File: src/rtl/alu_multicycle.sv
// Multi-cycle ALU with a START/BUSY/DONE handshake.
// Single-cycle ops complete at the capture edge. SHL by n >= 1 and the
// unsigned shift-add MUL iterate in dedicated states. Results are registered
// and held until the next completion edge.
module alu_multicycle #(
  parameter int unsigned WIDTH = 8,
  parameter int unsigned SHW   = $clog2(WIDTH)
) (
  input  logic             CLK,
  input  logic             RESET_N,
  input  logic             START,
  input  logic [2:0]       OP,
  input  logic [WIDTH-1:0] INPUTA,
  input  logic [WIDTH-1:0] INPUTB,
  input  logic             SC_IN,
  output logic             BUSY,
  output logic             DONE,
  output logic [WIDTH-1:0] OUT,
  output logic [WIDTH-1:0] OUT_HI,
  output logic             SC_OUT,
  output logic             ZERO
);

  // Counter must hold WIDTH itself (MUL iteration count), not just WIDTH-1.
  localparam int unsigned CW = $clog2(WIDTH + 1);

  typedef enum logic [1:0] {
    IDLE,
    SHIFT,
    MUL
  } state_t;

  typedef enum logic [2:0] {
    OP_ADD = 3'b000,
    OP_SUB = 3'b001,
    OP_XOR = 3'b010,
    OP_AND = 3'b011,
    OP_CMP = 3'b100,
    OP_MOV = 3'b101,
    OP_SHL = 3'b110,
    OP_MUL = 3'b111
  } op_t;

  state_t           state_q, state_d;
  logic [CW-1:0]    cnt_q, cnt_d;
  logic [WIDTH-1:0] a_q, a_d;
  logic [WIDTH-1:0] acc_hi_q, acc_hi_d;
  logic [WIDTH-1:0] acc_lo_q, acc_lo_d;
  logic             sc_q, sc_d;
  logic [WIDTH-1:0] out_q, out_d;
  logic [WIDTH-1:0] out_hi_q, out_hi_d;
  logic             sc_out_q, sc_out_d;
  logic             zero_q, zero_d;
  logic             done_q, done_d;

  op_t              op_in;
  logic [SHW-1:0]   shamt;
  logic [WIDTH:0]   sum;
  logic [WIDTH-1:0] sc_res;
  logic             sc_carry;
  logic [WIDTH-1:0] shl_next;
  logic             shl_carry;
  logic [WIDTH:0]   mul_sum;
  logic [2*WIDTH-1:0] mul_next;

  assign op_in = op_t'(OP);
  assign shamt = INPUTB[SHW-1:0];

  // Single-cycle result straight from the input operands, used at the capture edge.
  always_comb begin
    sum      = '0;
    sc_res   = '0;
    sc_carry = 1'b0;
    case (op_in)
      OP_ADD: begin
        sum      = {1'b0, INPUTA} + {1'b0, INPUTB} + (WIDTH + 1)'(SC_IN);
        sc_res   = sum[WIDTH-1:0];
        sc_carry = sum[WIDTH];
      end
      OP_SUB: begin
        sum      = {1'b0, INPUTA} + {1'b0, ~INPUTB} + (WIDTH + 1)'(1'b1);
        sc_res   = sum[WIDTH-1:0];
        sc_carry = sum[WIDTH];
      end
      OP_XOR: sc_res = INPUTA ^ INPUTB;
      OP_AND: sc_res = INPUTA & INPUTB;
      OP_CMP: sc_res = (INPUTA == INPUTB) ? '0 : WIDTH'(1);
      OP_MOV: sc_res = INPUTB;
      OP_SHL: sc_res = INPUTA;
      default: sc_res = '0;
    endcase
  end

  // One iteration of each iterative op, computed from the held operands.
  always_comb begin
    shl_next  = {acc_lo_q[WIDTH-2:0], sc_q};
    shl_carry = acc_lo_q[WIDTH-1];
    mul_sum   = {1'b0, acc_hi_q} + {1'b0, (acc_lo_q[0] ? a_q : '0)};
    mul_next  = {mul_sum, acc_lo_q[WIDTH-1:1]};
  end

  // Next-state and next-register logic; outputs change only on completion.
  always_comb begin
    state_d  = state_q;
    cnt_d    = cnt_q;
    a_d      = a_q;
    acc_hi_d = acc_hi_q;
    acc_lo_d = acc_lo_q;
    sc_d     = sc_q;
    out_d    = out_q;
    out_hi_d = out_hi_q;
    sc_out_d = sc_out_q;
    zero_d   = zero_q;
    done_d   = 1'b0;
    case (state_q)
      IDLE: begin
        if (START) begin
          if (op_in == OP_SHL && shamt != '0) begin
            acc_lo_d = INPUTA;
            sc_d     = SC_IN;
            cnt_d    = CW'(shamt);
            state_d  = SHIFT;
          end else if (op_in == OP_MUL) begin
            a_d      = INPUTA;
            acc_hi_d = '0;
            acc_lo_d = INPUTB;
            cnt_d    = CW'(WIDTH);
            state_d  = MUL;
          end else begin
            out_d    = sc_res;
            out_hi_d = '0;
            sc_out_d = sc_carry;
            zero_d   = (sc_res == '0);
            done_d   = 1'b1;
          end
        end
      end
      SHIFT: begin
        acc_lo_d = shl_next;
        cnt_d    = cnt_q - CW'(1);
        if (cnt_q == CW'(1)) begin
          out_d    = shl_next;
          out_hi_d = '0;
          sc_out_d = shl_carry;
          zero_d   = (shl_next == '0);
          done_d   = 1'b1;
          state_d  = IDLE;
        end
      end
      MUL: begin
        acc_hi_d = mul_next[2*WIDTH-1:WIDTH];
        acc_lo_d = mul_next[WIDTH-1:0];
        cnt_d    = cnt_q - CW'(1);
        if (cnt_q == CW'(1)) begin
          out_d    = mul_next[WIDTH-1:0];
          out_hi_d = mul_next[2*WIDTH-1:WIDTH];
          sc_out_d = 1'b0;
          zero_d   = (mul_next == '0);
          done_d   = 1'b1;
          state_d  = IDLE;
        end
      end
      default: state_d = IDLE;
    endcase
  end

  // State and datapath registers; reset discards any in-flight op.
  always_ff @(posedge CLK or negedge RESET_N) begin
    if (!RESET_N) begin
      state_q  <= IDLE;
      cnt_q    <= '0;
      a_q      <= '0;
      acc_hi_q <= '0;
      acc_lo_q <= '0;
      sc_q     <= 1'b0;
      out_q    <= '0;
      out_hi_q <= '0;
      sc_out_q <= 1'b0;
      zero_q   <= 1'b0;
      done_q   <= 1'b0;
    end else begin
      state_q  <= state_d;
      cnt_q    <= cnt_d;
      a_q      <= a_d;
      acc_hi_q <= acc_hi_d;
      acc_lo_q <= acc_lo_d;
      sc_q     <= sc_d;
      out_q    <= out_d;
      out_hi_q <= out_hi_d;
      sc_out_q <= sc_out_d;
      zero_q   <= zero_d;
      done_q   <= done_d;
    end
  end

  assign BUSY   = (state_q != IDLE);
  assign DONE   = done_q;
  assign OUT    = out_q;
  assign OUT_HI = out_hi_q;
  assign SC_OUT = sc_out_q;
  assign ZERO   = zero_q;

endmodule

File: config.mk
export PLATFORM = sky130hd
export DESIGN_NAME = alu_multicycle
export DESIGN_NICKNAME = d
export VERILOG_FILES = /design/src/rtl/alu_multicycle.sv
export SDC_FILE = /design/constraint.sdc
export NUM_CORES = 1
export LEC_CHECK = 0
export CORE_MARGIN = 4
export CORE_UTILIZATION = 62
export CTS_CLUSTER_DIAMETER = 150
export DETAILED_ROUTE_END_ITERATION = 7
export PLACE_DENSITY_LB_ADDON = 0.15
export SYNTH_ARGS = -nofsm -noshare
export SYNTH_HDL_FRONTEND = slang
export SYNTH_SLANG_ARGS = --single-unit
File: constraint.sdc
create_clock -name CLK -period 5.5 [get_ports CLK]
set_input_delay 1.375 -clock CLK [delete_from_list [all_inputs] [get_ports CLK]]
set_output_delay 1.375 -clock CLK [all_outputs]
set_load 0.1 [all_outputs]
==> results of run 1 <==
-- stage by stage --
stage | power (uW) | worst slack [ns] | hold WS (ns) | utilization
3_3_place_gp | 1900 | 1.15 | 0.461 | 0.700
3_5_place_dp | 1930 | 1.08 | 0.468 | 0.700
6_report | 2190 | 1.28 | 0.479 | 0.717
4_1_cts | 2190 | 1.40 | 0.489 | 0.717
2_1_floorplan | 1620 | 1.87 | 0.456 | -
5_1_grt | 2340 | 1.21 | 0.511 | 0.717
-- layout make-up --
cell class,count,area [um^2],area share
clock buffer,5,68.8,0.0150
multi-input combinational,379,2570,0.562
inverter,27,101,0.0221
tap,77,96.3,0.0210
sequential,50,1250,0.273
timing repair buffer,46,445,0.0973
clock inverter,3,40.0,0.00875
-- power by group through the flow --
stage | Combinational [uW] | Sequential [uW] | Clock, uW
2_1_floorplan | 649 | 966 | 0
4_1_cts | 1310 | 623 | 261
6_report | 1310 | 625 | 258
3_5_place_dp | 1300 | 630 | 0
3_3_place_gp | 1270 | 625 | 0
5_1_grt | 1420 | 647 | 275
-- sequential cells by signal, indices dropped and copies added (netlist names) --
register / cells
DONE: 1
OUT: 8
OUT_HI: 8
SC_OUT: 1
ZERO: 1
a_q: 8
acc_hi_q: 8
acc_lo_q: 8
cnt_q: 4
sc_q: 1
state_q: 2
-- synthesized netlist by cell type (10+ instances only) --
cell	number
nor2_1	25
mux2_2	10
o21ai_0	47
a221oi_1	11
clkbuf_1	15
nor3_1	11
buf_2	10
a21oi_1	22
ha_1	31
nand3_1	10
nor2b_1	12
inv_1	26
dfrtp_1	50
nand2_1	64
o31ai_1	11
-- kinds of logic (layout without fill, tap and decap cells) --
| family | count (synthesis) | count (layout) |
|---|---|---|
| AOI/OAI and AO/OA | 144 | 144 |
| xor gates and xnor gates | 6 | 6 |
| adders and majority gates | 35 | 35 |
| buffers and inverters | 58 | 81 |
| DFF | 50 | 50 |
| muxes | 12 | 12 |
| and+or+nand+nor | 182 | 182 |
-- critical path, delay by kind of cell --
kind,cells,cell delay [ns]
AO/OA/AOI/OAI,5,1.25
adder cells (fa/ha/maj),2,0.92
AND/OR/NAND/NOR,1,0.21
buffers and inverters,2,0.67
-- worst max path at each step --
stage	cells after the start	slack [ns]	to	startpoint
after CTS	11	1.40	ZERO	INPUTA[0]
final	10	1.28	ZERO	INPUTB[0]
after global placement	10	1.15	ZERO	INPUTB[0]
after floorplan	9	1.87	ZERO	INPUTA[0]
after detailed placement	11	1.08	ZERO	INPUTA[0]
after global routing	10	1.21	ZERO	INPUTB[0]
-- layer usage --
layer / up-vias / GRT usage / routed length [um] / share of wire
li1: 1808 / - / - / -
met1: 1790 / 0.368 / 4570 / 0.44
met2: 166 / 0.456 / 5030 / 0.48
met3: 15 / 0.0341 / 668 / 0.064
met4: 0 / 0.0758 / 176 / 0.017
met5: - / 0 / 0 / 0
==> impl_results.md, run 1 <==
* CTS Buf Count at 5
* Proportion of synthesized area in mux cells at 0.0325
* Flop pwr share at 0.285
* Worst VDD drop at ~0.62 mV
* IO Port Bufs at 42
* Post-synthesis cell type count at between 60 and 70
* Remaining global-route overflow at 0
* Total global-route track usage at 0.271
* Clk sinks at 50
* Clock Path Buffers at 2
* Share of the yosys chip area belonging to registers at 0.307
* Post-CTS sizing at 0
* Leading post-synthesis cells by cell area: dfrtp_1 (31%), ha_1 (9.5%), nand2_1 (5.9%), o21ai_0 (5.8%), mux2_2 (2.8%)
* Slew HR at 0.266
* P_leak at ~0.002 uW
* Routed len/inst at approximately 18 um
* Net Sw Frac at 0.520
* Status: finished, final reports clean
* DRT Wirelength at 10.4 mm
* Overall via count from detail_route at ~3800
* Total Nets Final at ~570
* Area share of the largest cell type after synthesis at 0.307
* Commonest non-fill, non-tap cell in the layout: nand2_1
* CP dominant cell by count: fa_1
* Crit end category: flop
* # fillers at slightly above 500
* Initial Util at 0.639
* DRT Pass-1 Iters at 5
* Hold Path Sink: OUT[1]
* Number of max-cap violations at 0
* Initial drt markers at about 340
* FFs w/ async S/R, synth at 1.00
* Slowest cell on crit path: clkdlybuf4s50_1
* Root Driver: clkbuf_8
* CTS tree: yes
* Yosys reg bits at 50
* GP Congestion at 1.06
* Simple-gate share of the synthesized area at 0.236
* Post-Syn Nets at 545
* XOR/XNOR Fraction of Synth Area at 0.0129
* DP Cell Count at between 500 and 600
* Int Pwr at roughly 1100 uW
* Critical path class: in -> reg
* Largest net degree at the start of global routing at 51
* Clk_lat worst skew at 0.31 ns
* Commonest cells after routing, fill and taps aside: nand2_1 (64), dfrtp_1 (50), o21ai_0 (47)
* Hold path startpoint: OUT[1]
* Critical R2R Launch: state_q[1]
* Worst-Margin Slew at roughly 1.1 ns
* Post-route cell area at 4580 um^2
* CP peak stage delay at between 0.5 and 0.6 ns
* Highest fanout seen on the critical path at 8
* Average size of a mapped cell at about 8.4 um^2
* Site row count at 29
* Mapped Cells at roughly 500
* Post-synth EDFFs at 0
* Setup bufs post-CTS at 0
* Global-route wire length before repair at approximately 17 mm
* Final Instance Count excl. Fillers at roughly 590
* Layout area overhead at 12.1%
* Worst reg2reg path depth at 8
* Hold-fix buffers, CTS at 0
* Layout Skew at 0.00875 ns
* Die H at ~90 um
* CP Data Required Time at between 5 and 6 ns
* Max Fclk at 237 MHz
* Fraction of layout cells with a size suffix above 1 at 0.0647
* Leading area contributor after synthesis: dfrtp_1
* Final HPWL DP at slightly below 8 mm
* Clk pwr share at 0.117
* PwrDens at between 400 and 500 nW/um^2
* Slew Viols, Final at 0
* DRT antenna net count at 0
* Die footprint at a little under 8000 um^2
* Initial antenna violation count at 0
* Compound-Gate Fraction of Synth Area at 0.235
* Comb power frac at 0.597
* Antenna cells at 0
* Worst hold stages at 2
* P_sw at between 1000 and 1500 uW
* RSZ-0062 raised after global routing: no
* DRC at 0
* Primary FF master, synth: dfrtp_1
* Final Hold Vio Count at 0
* Die X at ~89 um
* Vias in the first global route at approximately 3500
* H-tree depth at 2
* Minimum clock period at between 4 and 5 ns
* Final worst path period share at 0.767
* Worst r2r dst: ZERO
* Worst Hold Class: reg -> reg
* Reg-to-reg slack, setup at around 2.4 ns
* Clock-pin slew on the worst setup and hold paths at about 0.090 ns
* Adder and majority gate portion of the synthesized area at 0.115
* Mapped Area at ~4100 um^2
* I/O pins at 43
* Crit-path cells: clkdlybuf4s50_1 -> fa_1 -> fa_1 -> inv_1 -> o311ai_1 -> a221oi_1 -> a221o_1 -> a21oi_1 -> and4bb_1 -> o32a_1
* Setup violators final at 0
* WP data arrival at 4.42 ns
* CP startpoint kind: primary input
* Core box area at around 6400 um^2
* YS warnings at 0
* Vias per cell at between 6 and 7
* DP Area at ~4500 um^2
* Largest family of logic cells by synthesized area: simple AND/OR/NAND/NOR gates
* Setup TNS at 0 ns
(Power assumes the default switching activity.)
==> inputs of run 2 (changes only) <==
Settings changed: CORE_UTILIZATION 62 to 58.
Clock period 5.5 ns to 4.2 ns, I/O delays scaled along.
==> run 2 against run 1 <==
Against the previous run:
- routed wire length grew 2.3%
- cell count rose by 5.8%
- largest power group unchanged
- global-route usage is 1.0 points lower
- critical path type unchanged
- critical path depth unchanged
- cell area grew 3.0%
- count of clock-buffer cells in the layout unchanged
- hold slack improved by 0.0050 ns
==> impl_results.md, run 2 (synthesized netlist as in run 1, its figures left out) <==
* Setup TNS at 0 ns
* Vias in the first global route at between 3000 and 4000
* Crit-path cells: clkdlybuf4s50_1 -> fa_1 -> fa_1 -> inv_1 -> o311ai_1 -> a221oi_1 -> a221o_1 -> a21oi_1 -> and4bb_1 -> o32a_1
* H-tree depth at 2
* Highest fanout seen on the critical path at 4
* RSZ-0062 raised after global routing: no
* I/O pins at 43
* Crit end category: flop
* Number of max-cap violations at 0
* Status: finished, final reports clean
* CTS tree: yes
* Clock-pin slew on the worst setup and hold paths at about 0.10 ns
* Slew HR at 0.278
* Slew Viols, Final at 0
* CP startpoint kind: primary input
* Total Nets Final at between 500 and 600
* P_leak at between 0.002 and 0.0025 uW
* Final Hold Vio Count at 0
* Setup bufs post-CTS at 0
* Initial drt markers at 308
* Initial antenna violation count at 0
* DRT antenna net count at 0
* Routed len/inst at approximately 17 um
* Die H at around 92 um
* Worst-Margin Slew at about 1.1 ns
* Max Fclk at 271 MHz
* Layout Skew at around 0.010 ns
* Hold-fix buffers, CTS at 0
* Worst VDD drop at a little over 0.2 mV
* Critical R2R Launch: acc_lo_q[0]
* Largest net degree at the start of global routing at a little over 50
* Setup violators final at 0
* Critical path class: in -> reg
* PwrDens at just over 600 nW/um^2
* Overall Power at approximately 2900 uW
* Commonest non-fill, non-tap cell in the layout: nand2_1
* Final worst path period share at 0.879
* Total global-route track usage at 0.261
* Root Driver: clkbuf_8
* Global-route wire length before repair at between 15 and 20 mm
* Die footprint at between 8000 and 9000 um^2
* Vias per cell at slightly above 6
* Slowest cell on crit path: clkdlybuf4s50_1
* CP Data Required Time at about 4.4 ns
* Site row count at 30
* CTS Buf Count at 5
* Overall via count from detail_route at between 3000 and 4000
* Fraction of layout cells with a size suffix above 1 at 0.0933
* Family with the most delay on the worst path: compound AO/OA/AOI/OAI gates
* Layout area overhead at 15.5%
* Antenna cells at 0
* Clk sinks at 50
* CP dominant cell by count: fa_1
* Remaining global-route overflow at 0
* CP peak stage delay at 0.49 ns
* Clock Path Buffers at 2
* Hold path startpoint: OUT[3]
* Worst Hold Class: reg -> reg
* Initial Util at 0.597
* Worst Setup SP: INPUTB[0]
* DP Area at 4600 um^2
* GP Congestion at 0.912
* Post-CTS sizing at 0
* IO Port Bufs at 42
* Clk_lat worst skew at 0.32 ns
* DRT Pass-1 Iters at 5
* Core box area at approximately 6800 um^2
* Die X at a little over 90 um
* DRT Wirelength at around 11 mm
* WP data arrival at roughly 3.9 ns
* Minimum clock period at 3.69 ns
* Post-route cell area at between 4000 and 5000 um^2
* Critical path buffers and inverters at 2
* Commonest cells after routing, fill and taps aside: nand2_1 (64), dfrtp_1 (50), o21ai_0 (47)
* Final HPWL DP at roughly 8.2 mm
* DRC at 0
==> run 2: cell count changes in the layout (fill, tap and decap cells not counted), sizes merged <==
cell           previous run  this run
inv                      27        28
clkinv                    2         1
clkdlybuf4s50            41        40
buf                       5        21
==> run 2: worst min-delay path, stage by stage, from the launching register on <==
cell	delay [ns]
dfrtp_1	0.35
nand2_1	0.05
o21ai_0	0.06
==> run 2: path summary, 6_finish.rpt <==
path	depth (start not counted)	slack [ns]	end
worst max-delay path	10	0.51	ZERO
worst min register to register	2	0.48	OUT[3]
min in group asynchronous	1	0.93	state_q[1]
max in group asynchronous	1	2.61	acc_lo_q[0]
worst max register to register	9	1.41	ZERO
worst min-delay path	2	0.48	OUT[3]
==> run 2: per-layer routing <==
layer	global-route usage	wire (um)	vias to the layer above
met5	0	0	-
met4	0.0842	154	0
met3	0.0345	636	16
met2	0.439	5190	141
met1	0.349	4700	1772
li1	-	-	1850
==> run 2: layout make-up <==
| class | instances | area, um^2 |
|---|---|---|
| clock buffers | 5 | 68.8 |
| multi-input cells | 379 | 2570 |
| well taps | 96 | 120 |
| clock inverters | 3 | 43.8 |
| inverters | 27 | 101 |
| repair buffers | 61 | 556 |
| fillers | 596 | 2120 |
| flip-flops and latches | 50 | 1250 |
==> run 2: where the power goes <==
group          total (uW)  leakage, uW  internal [uW]  switching [uW]
logic                1740      0.00137            548            1190
clock network         355    0.0000585            179             177
registers             817     0.000644            672             145
==> run 2: metrics by stage <==
stage	instances	hold WS [ns]	setup slack, ns	util
after floorplan	487	0.456	0.891	-
after global placement	613	0.459	0.257	0.674
after detailed placement	613	0.469	0.192	0.674
after CTS	621	0.490	0.531	0.690
after global routing	621	0.512	0.402	0.690
final	621	0.484	0.510	0.690
==> inputs of run 3 (changes only) <==
Settings changed: CORE_UTILIZATION 58 to 62.
Clock period 4.2 ns to 4.6 ns, I/O delays scaled along.
==> run 3 against run 2 <==
Against the previous run:
- utilization grew 3.4 points
- power shrank 11%
- sequential share of layout area grew 0.53 points
- sequential cell count is the same
- register-to-register slack is essentially flat
- cell count shrank 4.2%
- highest routed layer unchanged
==> impl_results.md, run 3 (synthesized netlist as in run 1, its figures left out) <==
* Status: finished, final reports clean
* Final HPWL DP at roughly 8.1 mm
* Setup TNS at 0 ns
* Minimum clock period at about 4 ns
* GP Congestion at 0.942
* CP startpoint kind: primary input
* Setup bufs post-CTS at 0
* Int Pwr at between 1000 and 1500 uW
* DRC at 0
* Hold-fix buffers, CTS at 0
* Remaining global-route overflow at 0
* DRT Pass-1 Iters at 5
* Worst-Margin Slew at between 0.9 and 1 ns
* Setup violators final at 0
* Vias per cell at ~6.5
* Clk sinks at 50
* CP peak stage delay at 0.56 ns
* Layout Skew at around 0.0080 ns
* Max Fclk at roughly 260 MHz
* Net Sw Frac at 0.533
* Total Nets Final at around 580
* Core box area at around 6400 um^2
* Reg-to-reg slack, setup at about 1.4 ns
* Slew HR at 0.346
* Root Driver: clkbuf_8
* Overall Power at 2600 uW
* Total global-route track usage at 0.281
* Hold path startpoint: OUT_HI[6]
* Largest net degree at the start of global routing at 51
* Critical path buffers and inverters at 2
* P_leak at 0.00202 uW
* DP Area at between 4000 and 5000 um^2
* Layout area overhead at 13.2%
* Clk_lat worst skew at a little over 0.3 ns
* CP Data Required Time at 4.80 ns
* Critical path class: in -> reg
* Hold Path Sink: OUT_HI[6]
* Final worst path period share at 0.849
* Global-route wire length before repair at around 18 mm
* Initial antenna violation count at 0
* Overall via count from detail_route at 3838
* Commonest cells after routing, fill and taps aside: nand2_1 (64), dfrtp_1 (50), o21ai_0 (47)
* Slowest cell on crit path: clkdlybuf4s50_1
* Site row count at 29
* Slew Viols, Final at 0
* Final Hold Vio Count at 0
* P_sw at 1390 uW
* WP data arrival at between 4 and 5 ns
* Post-CTS sizing at 0
* Number of max-cap violations at 0
* Antenna cells at 0
* Worst hold stages at 2
* H-tree depth at 2
* Worst VDD drop at around 0.68 mV
* DRT antenna net count at 0
* Comb power frac at 0.607
* CTS tree: yes
* Worst r2r dst: ZERO
* Die footprint at 7950 um^2
* Routed len/inst at 17.9 um
* Clk pwr share at 0.105
* Flop pwr share at 0.288
* Critical R2R Launch: state_q[1]
* Initial drt markers at between 300 and 400
* Vias in the first global route at roughly 3600
* Die X at about 90 um
* DRT Wirelength at ~11 mm
* Worst Hold Class: reg -> reg
* Post-route cell area at between 4000 and 5000 um^2
* Crit end category: flop
* Clock Path Buffers at 2
* Die H at a little under 90 um
* RSZ-0062 raised after global routing: no
* Commonest non-fill, non-tap cell in the layout: nand2_1
* CTS Buf Count at 5
* I/O pins at 43
* IO Port Bufs at 42
* CP dominant cell by count: fa_1
* Family with the most delay on the worst path: compound AO/OA/AOI/OAI gates
* Highest fanout seen on the critical path at 8
* Fraction of layout cells with a size suffix above 1 at 0.0792
* Worst reg2reg path depth at 8
* Clock-pin slew on the worst setup and hold paths at 0.10 ns
* Initial Util at 0.639
* PwrDens at roughly 560 nW/um^2
* Crit-path cells: clkdlybuf4s50_1 -> fa_1 -> fa_1 -> inv_1 -> o311ai_1 -> a221oi_1 -> a221o_1 -> a21oi_1 -> and4bb_1 -> o32a_1
## run 3: cell types whose count changed in the layout (fill, tap and decap cells not counted)
cell             delta
clkinv_4            +1
bufinv_16           -1
clkdlybuf4s50_1     +1
buf_4               -8
clkinvlp_4          +1
clkinv_2            -1
## run 3: routing by layer
layer | vias up | global-route usage | part of all wire
met5 | - | 0 | 0
met4 | 0 | 0.0812 | 0.024
met3 | 26 | 0.0406 | 0.053
met2 | 131 | 0.471 | 0.48
met1 | 1847 | 0.377 | 0.44
li1 | 1834 | - | -
## run 3: per-stage QoR
| stage | cells | util | setup slack (ns) | hold slack [ns] |
|---|---|---|---|---|
| final | 595 | 0.724 | 0.694 | 0.488 |
| after global routing | 595 | 0.724 | 0.496 | 0.510 |
| after CTS | 595 | 0.724 | 0.701 | 0.493 |
| after detailed placement | 587 | 0.709 | 0.368 | 0.470 |
| after global placement | 587 | 0.709 | 0.442 | 0.460 |
| after floorplan | 487 | - | 1.19 | 0.456 |
## run 3: how the worst max path moves through the flow
| stage | start | end | depth (start not counted) |
|---|---|---|---|
| after floorplan | INPUTA[0] | ZERO | 9 |
| after global placement | INPUTB[0] | ZERO | 10 |
| after detailed placement | INPUTB[0] | ZERO | 10 |
| after CTS | INPUTB[0] | ZERO | 10 |
| after global routing | INPUTB[0] | ZERO | 10 |
| final | INPUTB[0] | ZERO | 10 |
## run 3: final cells by class
class                      instances  area (um^2)
multi-input combinational        379         2570
fill                             522         1760
sequential                        50         1250
timing repair buffer              54          505
inverter                          27          101
tap                               77         96.3
clock buffer                       5         68.8
clock inverter                     3         25.0
## run 3: power groups by stage
stage | clock network [uW] | logic (uW) | registers [uW]
2_1_floorplan | 0 | 776 | 1160
3_3_place_gp | 0 | 1530 | 746
3_5_place_dp | 0 | 1560 | 756
4_1_cts | 272 | 1570 | 747
5_1_grt | 298 | 1700 | 771
6_report | 275 | 1580 | 749
## run 3: worst register-to-register path: cells and delay by family, from the launching register on
kind | cells | cell delay, ns
buf+inv | 2 | 0.61
flops | 1 | 0.43
compound gates | 1 | 0.15
fa+ha+maj | 1 | 0.83
simple gates | 4 | 1.13
